**config.mk**
```make
export PLATFORM = sky130hd
export DESIGN_NAME = l15_wakeup_ctrl
export DESIGN_NICKNAME = d
export VERILOG_FILES = /design/src/rtl/l15_wakeup_ctrl.sv
export SDC_FILE = /design/constraint.sdc
export NUM_CORES = 1
export LEC_CHECK = 0
export CAP_MARGIN = 20
export CORE_MARGIN = 2
export CORE_UTILIZATION = 30
export CTS_BUF_LIST = sky130_fd_sc_hd__clkbuf_16
export DETAILED_ROUTE_END_ITERATION = 16
export PLACE_DENSITY = 0.7
export RECOVER_POWER = 50
export SKIP_CTS_REPAIR_TIMING = 1
export SYNTH_ARGS = -nofsm -noshare
export SYNTH_HDL_FRONTEND = slang
export SYNTH_SLANG_ARGS = --single-unit
```
**constraint.sdc**
```tcl
create_clock -name clk_i -period 2.12 [get_ports clk_i]
set_clock_uncertainty 0.05 [all_clocks]
set_input_delay 0.318 -clock clk_i [delete_from_list [all_inputs] [get_ports clk_i]]
set_output_delay 0.318 -clock clk_i [all_outputs]
set_load 0.05 [all_outputs]
```
**src/rtl/l15_wakeup_ctrl.sv**
```systemverilog
// Tile-level core reset sequencer and IPI delivery for the Ariane tile wrapper.
// Decodes L1.5 interrupt-return packets into WAKE / IPI / SWRST commands.
module l15_wakeup_ctrl #(
  parameter int unsigned InitCycles  = 32768,
  parameter bit          WaitForWake = 1'b0,
  parameter int unsigned SwRstCycles = 16,
  parameter logic [3:0]  IntRetType  = 4'h7,
  parameter int unsigned CntW        =
    $clog2((InitCycles > SwRstCycles) ? InitCycles : SwRstCycles) + 1
) (
  input  logic        clk_i,
  input  logic        reset_l,
  input  logic        l15_val_i,
  input  logic [3:0]  l15_returntype_i,
  input  logic [63:0] l15_data_0_i,
  input  logic        ipi_ack_i,
  output logic        core_rst_no,
  output logic        ipi_o,
  output logic [1:0]  state_o
);

  typedef enum logic [1:0] {
    ST_INIT      = 2'd0,
    ST_WAIT_WAKE = 2'd1,
    ST_RUN       = 2'd2,
    ST_SWRST     = 2'd3
  } state_e;

  localparam logic [CntW-1:0] InitLast  = CntW'(InitCycles - 1);
  localparam logic [CntW-1:0] SwRstLast = CntW'(SwRstCycles - 1);

  state_e          state_q, state_d;
  logic [CntW-1:0] cnt_q, cnt_d;
  logic            wake_seen_q, wake_seen_d;
  logic            armed_q;
  logic            ipi_q, ipi_d;
  logic            core_rst_n_q;

  logic       int_pkt;
  logic [1:0] cmd;
  logic       is_wake, is_ipi, is_swrst;
  logic       unused_data;

  assign int_pkt     = l15_val_i && (l15_returntype_i == IntRetType);
  assign cmd         = l15_data_0_i[63:62];
  assign is_wake     = int_pkt && (cmd == 2'b01);
  assign is_ipi      = int_pkt && (cmd == 2'b10);
  assign is_swrst    = int_pkt && (cmd == 2'b11);
  assign unused_data = ^l15_data_0_i[61:0];

  // NOTE: every always_comb output gets a default before any branch, so no path can infer a latch.
  always_comb begin
    state_d     = state_q;
    cnt_d       = cnt_q;
    wake_seen_d = wake_seen_q;
    unique case (state_q)
      ST_INIT: begin
        if (is_wake) wake_seen_d = 1'b1;
        // The first released edge only registers the deassertion; counting starts after it.
        if (armed_q) begin
          if (cnt_q == InitLast) begin
            state_d = (WaitForWake && !wake_seen_q && !is_wake) ? ST_WAIT_WAKE : ST_RUN;
          end else begin
            cnt_d = cnt_q + CntW'(1);
          end
        end
      end
      ST_WAIT_WAKE: begin
        if (is_wake) state_d = ST_RUN;
      end
      ST_RUN: begin
        if (is_swrst) state_d = ST_SWRST;
      end
      ST_SWRST: begin
        if (is_swrst) begin
          cnt_d = '0;
        end else if (cnt_q == SwRstLast) begin
          state_d = ST_RUN;
        end else begin
          cnt_d = cnt_q + CntW'(1);
        end
      end
      default: state_d = ST_INIT;
    endcase
    if (state_d != state_q) begin
      cnt_d       = '0;
      wake_seen_d = 1'b0;
    end
  end

  // Set beats ack; anything that leaves or avoids RUN drops the pending IPI.
  always_comb begin
    ipi_d = ipi_q;
    if (is_ipi && (state_q == ST_RUN) && (state_d == ST_RUN)) begin
      ipi_d = 1'b1;
    end else if (ipi_ack_i) begin
      ipi_d = 1'b0;
    end
    if (state_d != ST_RUN) ipi_d = 1'b0;
  end

  // NOTE: state registers use non-blocking assignments so all flops update from pre-edge values.
  always_ff @(posedge clk_i or negedge reset_l) begin
    if (!reset_l) begin
      state_q      <= ST_INIT;
      cnt_q        <= '0;
      wake_seen_q  <= 1'b0;
      armed_q      <= 1'b0;
      ipi_q        <= 1'b0;
      core_rst_n_q <= 1'b0;
    end else begin
      state_q      <= state_d;
      cnt_q        <= cnt_d;
      wake_seen_q  <= wake_seen_d;
      armed_q      <= 1'b1;
      ipi_q        <= ipi_d;
      core_rst_n_q <= (state_d == ST_RUN);
    end
  end

  assign core_rst_no = core_rst_n_q;
  assign ipi_o       = ipi_q;
  assign state_o     = state_q;

endmodule

```
==> results of run 1 <==
registers in the layout, indices dropped and copies added (netlist names):
register / count
armed_q: 1
cnt_q: 16
core_rst_no: 1
ipi_o: 1
state_o: 2
area by class of cell:
type	count	area (µm²)
Fill cell	366	2240
Sequential cell	21	526
Clock inverter	1	7.51
Inverter	3	11.3
Clock buffer	3	75.1
Tap cell	50	62.6
Multi-Input combinational cell	102	677
Timing Repair Buffer	39	347
cells by family (layout without fill, tap and decap cells):
group | Yosys count | after routing | share of synthesized area, %
adders and majority gates | 1 | 1 | 1.03
buffers and inverters | 9 | 46 | 3.70
and+or+nand+nor | 61 | 61 | 27.8
xor gates and xnor gates | 2 | 2 | 1.44
muxes | 1 | 1 | 0.925
other | 1 | 1 | 0.308
AOI/OAI and AO/OA | 36 | 36 | 21.7
DFF | 21 | 21 | 43.2
routing by layer:
layer	vias to the layer above	global-route usage [%]
met5	-	0
met4	0	7.65
met3	5	2.00
met2	28	21.6
met1	557	18.1
li1	575	-
path summary, 6_finish.rpt:
path                             end  startpoint
max                        cnt_q[11]   cnt_q[15]
min                         cnt_q[7]    cnt_q[7]
max reg2reg                cnt_q[11]   cnt_q[15]
min reg2reg                 cnt_q[7]    cnt_q[7]
max in group asynchronous  cnt_q[10]     reset_l
min in group asynchronous   cnt_q[3]     reset_l
layout by cell type (no fill, tap or decap), types with 4 or more instances in the layout:
master / n
a21oi_1: 4
o21ai_1: 5
dfrtp_1: 21
nor2b_1: 4
nand3_1: 8
o21ai_0: 4
a31oi_1: 5
nor2_1: 6
clkdlybuf4s50_1: 12
a22o_1: 4
nand2_1: 16
nand4_1: 6
buf_4: 23
worst reg2reg max path, cell delays in order, from the launching register on:
cell and delay (ns):
dfrtp_1 0.42, nand4b_1 0.21, or4_4 0.56, o21ai_4 0.15
buf_4 0.16, nand2_1 0.05, a21o_1 0.15, a22o_1 0.22
where the power goes:
part / internal, mW / leakage, nW / switching (mW)
Sequential: 0.481 / 0.273 / 0.0621
Clock: 0.256 / 0.0371 / 0.164
Combinational: 0.395 / 0.437 / 0.442
cell usage after synthesis, types with 3 or more instances:
| cell | number | area [µm²] |
|---|---|---|
| a21oi_1 | 4 | 20.0 |
| a22o_1 | 4 | 35.0 |
| a31oi_1 | 5 | 31.3 |
| a41oi_1 | 3 | 26.3 |
| and3_1 | 4 | 25.0 |
| buf_2 | 3 | 15.0 |
| dfrtp_1 | 21 | 526 |
| inv_1 | 3 | 11.3 |
| nand2_1 | 16 | 60.1 |
| nand2b_1 | 3 | 18.8 |
| nand3_1 | 8 | 40.0 |
| nand4_1 | 6 | 37.5 |
| nor2_1 | 6 | 22.5 |
| nor2b_1 | 4 | 25.0 |
| nor4_1 | 3 | 18.8 |
| o21ai_0 | 4 | 20.0 |
| o21ai_1 | 5 | 25.0 |
stage by stage:
stage                     cell area (µm²)  power [mW]
final                                1710        1.80
after CTS                            1670        1.77
after detailed placement             1590        1.34
after floorplan                      1220        1.01
after global placement               1590        1.33
after global routing                 1710        1.91
==> results.json, run 1 <==
{
  "tightest_slew_ns": 1.17,
  "worstPathRequired_ns": 2.22,
  "pre_cts_slack_ns": -0.151,
  "cts_buffer_depth": 2,
  "cts_root_buf": "clkbuf_16",
  "drcViolationCount": 0,
  "vias": 1165,
  "fmax_ghz": 0.477,
  "min_period_ns": 2.10,
  "netlist_area_mm2": 0.00122,
  "crit_path_end_kind": "flop",
  "dieArea_mm2": 0.00458,
  "grt_max_degree": 24,
  "path_depth": 7,
  "antenna_cells": 0,
  "top_layer_used": "met4",
  "hp-class": "flop to flop",
  "status": "completed",
  "drt_iter0_drc": 57,
  "worstSetupPathType": "flop to flop",
  "area_delta_synth_final_pct": 40.1,
  "critPathLaunchType": "flop",
  "cp_max_fo": 6,
  "cp_top_family": "simple AND/OR/NAND/NOR gates",
  "detail_route.vias_per_cell": 5.32,
  "async_flop_share_pct": 100,
  "initial_utilization_pct": 30.9,
  "cts_tree": "done",
  "antenna_found_initial": 0,
  "drt-met1-wl_mm": 1.34,
  "synthDistinctLibCells": 41,
  "dr_wl_met3_um": 126,
  "yosysSeqAreaShare_pct": 43.2,
  "port_buffers": 13,
  "wl_per_cell_um": 13.2,
  "synth-seq-cells": 21,
  "cp.arrival_ns": 2.19,
  "slowest_delay_ns": 0.56,
  "relSlewSlack_pct": 22.1,
  "grt_usage_pct": 13.8,
  "vdd_drop_max_uv": 546,
  "met2_length_mm": 1.36,
  "avgSynthCellArea_um2": 9.22,
  "crit_buf_inv": 1,
  "cts_buffers": 3,
  "tns_ns": 0,
  "holdPathStages": 1,
  "place_inst": 214,
  "routed_wl_mm": 2.90,
  "final_max_slew_viol_count": 0,
  "setup_viol": 0,
  "ys.flop_type": "dfrtp_1",
  "clk_latency_ns": 0.26,
  "rsz0062_at_grt": "true",
  "postLayoutSetupSlackWorst_ns": 0.0249,
  "clock_sinks": 21,
  "core_area_mm2": 0.00394,
  "grt_first_pass_wirelength_mm": 4.66,
  "holdWs_ns": 0.459,
  "instances_no_fill": 219,
  "rows": 23,
  "maxCapViolations": 0,
  "clk_pin_slew_ns": 0.06,
  "p_per_area_mw_per_mm2": 1060,
  "slowest_stage": "or4_4",
  "fin_crit_sh_pct": 98.8,
  "finalWeightedCongestion": 0.786,
  "yosys_warnings": 0,
  "synth_edf_count": 0,
  "p_leak_nw": 0.747,
  "ff2ff_path_depth": 7,
  "regToRegSetupSlack_ns": 0.02,
  "overflow": 0,
  "antenna_left": 0,
  "cts.htree.levels": 1,
  "syn_inst": 132,
  "finalNetCount": 243,
  "drive_above_1_share_pct": 26.0,
  "io_pins": 76,
  "syn-num-nets": 205,
  "die_x_um": 67.7,
  "hold_violations": 0,
  "path_cells": "nand4b_1 -> or4_4 -> o21ai_4 -> buf_4 -> nand2_1 -> a21o_1 -> a22o_1",
  "hpwl_mm": 2.01,
  "fp.dieH_um": 67.7,
  "final_core_util_pct": 43.3,
  "first_pass_iters": 4,
  "grt_pass1_vias": 1021
}
Note: power is estimated with default switching activity, not from simulation.
==> inputs of run 2 (changes only) <==
- DONT_BUFFER_PORTS: unset -> 1
- PLACE_DENSITY: 0.7 -> unset
- SLEW_MARGIN: unset -> 0
==> run 2 against run 1 <==
Die area stayed put. First-iteration DRC count down 5.3%. Critical path depth increased by 1. Hold slack worse by 0.23 ns. Wire length is 3.1% lower. Count of clock-buffer cells in the layout unchanged. Largest cell class unchanged.
==> results.json, run 2 (synthesis results as in run 1) <==
{
  "cts.htree.levels": 1,
  "vias": 1087,
  "path_cells": "ha_2 -> nand4_1 -> or4_4 -> o21ai_4 -> a22oi_2 -> buf_12 -> a41oi_1 -> a31oi_1",
  "hpwl_mm": 2.00,
  "worstSetupStartpoint": "cnt_q[0]",
  "multiInputGateArea_um2": 659,
  "clkPwrFrac_pct": 24.4,
  "wl_per_cell_um": 14.0,
  "routed_wl_mm": 2.81,
  "busiest_layer": "met2",
  "critPathLaunchType": "flop",
  "regToRegSetupSlack_ns": 0.03,
  "first_pass_iters": 4,
  "rows": 23,
  "cts_buffer_depth": 2,
  "hold_start": "l15_val_i",
  "drcViolationCount": 0,
  "grt_usage_pct": 13.8,
  "slowest_stage": "or4_4",
  "grt_first_pass_wirelength_mm": 4.75,
  "cp.arrival_ns": 2.17,
  "drt_iter0_drc": 54,
  "cp_max_fo": 23,
  "grtUsageMet2_pct": 22.2,
  "p_sw_mw": 0.625,
  "slowest_delay_ns": 0.54,
  "ff_latch_area_um2": 526,
  "antenna_found_initial": 0,
  "cell_internal_pwr_mw": 1.00,
  "rsz0062_at_grt": "true",
  "combPwrFrac_pct": 38.5,
  "antenna_left": 0,
  "cts_root_buf": "clkbuf_16",
  "finalNetCount": 225,
  "rr_startpoint": "cnt_q[0]",
  "clk_latency_ns": 0.25,
  "final_max_slew_viol_count": 0,
  "place_area_mm2": 0.00139,
  "r2r_end": "cnt_q[3]",
  "tightest_slew_ns": 1.21,
  "status": "completed",
  "p_per_area_mw_per_mm2": 1080,
  "worstPathRequired_ns": 2.20,
  "fp.dieH_um": 67.7,
  "relSlewSlack_pct": 19.4,
  "overflow": 0,
  "largest_reg_flops": 16,
  "use_met3_pct": 2.67,
  "hp-class": "primary input to flop",
  "setup_viol": 0,
  "ff2ff_path_depth": 8,
  "grt_use_met1_pct": 18.4,
  "grt_pass1_vias": 1030,
  "vdd_drop_max_uv": 665,
  "clock_sinks": 21,
  "core_area_mm2": 0.00394,
  "cts_tree": "done",
  "fin_crit_sh_pct": 98.5,
  "cts_buffers": 3,
  "p_sw_share_pct": 38.4,
  "initial_utilization_pct": 30.9,
  "dieArea_mm2": 0.00458,
  "worstSetupPathType": "flop to flop",
  "p_leak_nw": 0.669,
  "fill_cells": 380,
  "final_cell_mix": "dfrtp_1 (21), buf_4 (17), nand2_1 (15)",
  "endpoint": "cnt_q[3]",
  "drive_above_1_share_pct": 21.2,
  "clk_pin_slew_ns": 0.06,
  "area_delta_synth_final_pct": 24.0,
  "min_period_ns": 2.09,
  "grt_max_degree": 24,
  "port_buffers": 0,
  "maxCapViolations": 0,
  "design_area_mm2": 0.00151,
  "die_x_um": 67.7,
  "seqPwrFrac_pct": 37.1,
  "fmax_ghz": 0.479,
  "io_pins": 76,
  "detail_route.vias_per_cell": 5.41,
  "antenna_cells": 0,
  "final_common_cell": "dfrtp_1",
  "top_register": "cnt_q",
  "hold_violations": 0,
  "finalWeightedCongestion": 0.884,
  "crit_path_end_kind": "flop",
  "tns_ns": 0
}
-- run 2: cell count changes in the layout (fill, tap and decap cells not counted), moves of 2 or more --
cell	change
buf_4	-6
and3_2	-2
clkdlybuf4s50_1	-12
and3_1	+2
-- run 2: layout make-up --
class / count / area share, %
multi-input combinational: 102 / 43.7
sequential: 21 / 34.8
timing repair buffer: 21 / 11.4
clock buffer: 3 / 4.97
tap: 50 / 4.14
inverter: 3 / 0.746
clock inverter: 1 / 0.249
-- run 2: power by group through the flow --
| stage | Sequential [mW] | Combinational, mW | Clock [mW] |
|---|---|---|---|
| floorplan | 0.626 | 0.379 | 0 |
| global placement | 0.603 | 0.585 | 0 |
| detailed placement | 0.608 | 0.605 | 0 |
| CTS | 0.601 | 0.609 | 0.405 |
| global route | 0.616 | 0.689 | 0.427 |
| finish | 0.604 | 0.628 | 0.397 |
-- run 2: how the worst min path moves through the flow --
stage	endpoint	slack [ns]	cells past startpoint
2_1_floorplan	armed_q	-0.03	0
3_3_place_gp	cnt_q[12]	-0.03	0
3_5_place_dp	cnt_q[13]	-0.03	0
4_1_cts	cnt_q[13]	-0.30	0
5_1_grt	state_o[0]	0.24	2
6_report	state_o[0]	0.23	2
-- run 2: through the flow --
step | util, % | worst slack, ns | hold WS (ns) | power (mW) | cells
after detailed placement | 35.2 | 0.0298 | -0.0268 | 1.21 | 193
final | 38.3 | 0.0320 | 0.230 | 1.63 | 201
after floorplan | - | 0.0403 | -0.0276 | 1.01 | 132
after global routing | 38.3 | -0.0792 | 0.235 | 1.73 | 201
after CTS | 37.2 | 0.0166 | -0.298 | 1.61 | 197
after global placement | 35.2 | 0.0764 | -0.0267 | 1.19 | 193
-- run 2: routing by layer --
metal  wire length, µm  share of wire (%)  vias to the layer above
li1                  -                  -                      537
met1              1410                 50                      531
met2              1280                 46                       15
met3                80                2.9                        4
met4                31                1.1                        0
met5                 0                  0                        -
-- run 2: critical path, delay by kind of cell, from the launching register on --
family	cells	cell delay [ns]
and+or+nand+nor	2	0.67
AOI/OAI and AO/OA	4	0.53
DFF	1	0.35
adders and majority gates	1	0.18
buffers and inverters	1	0.17
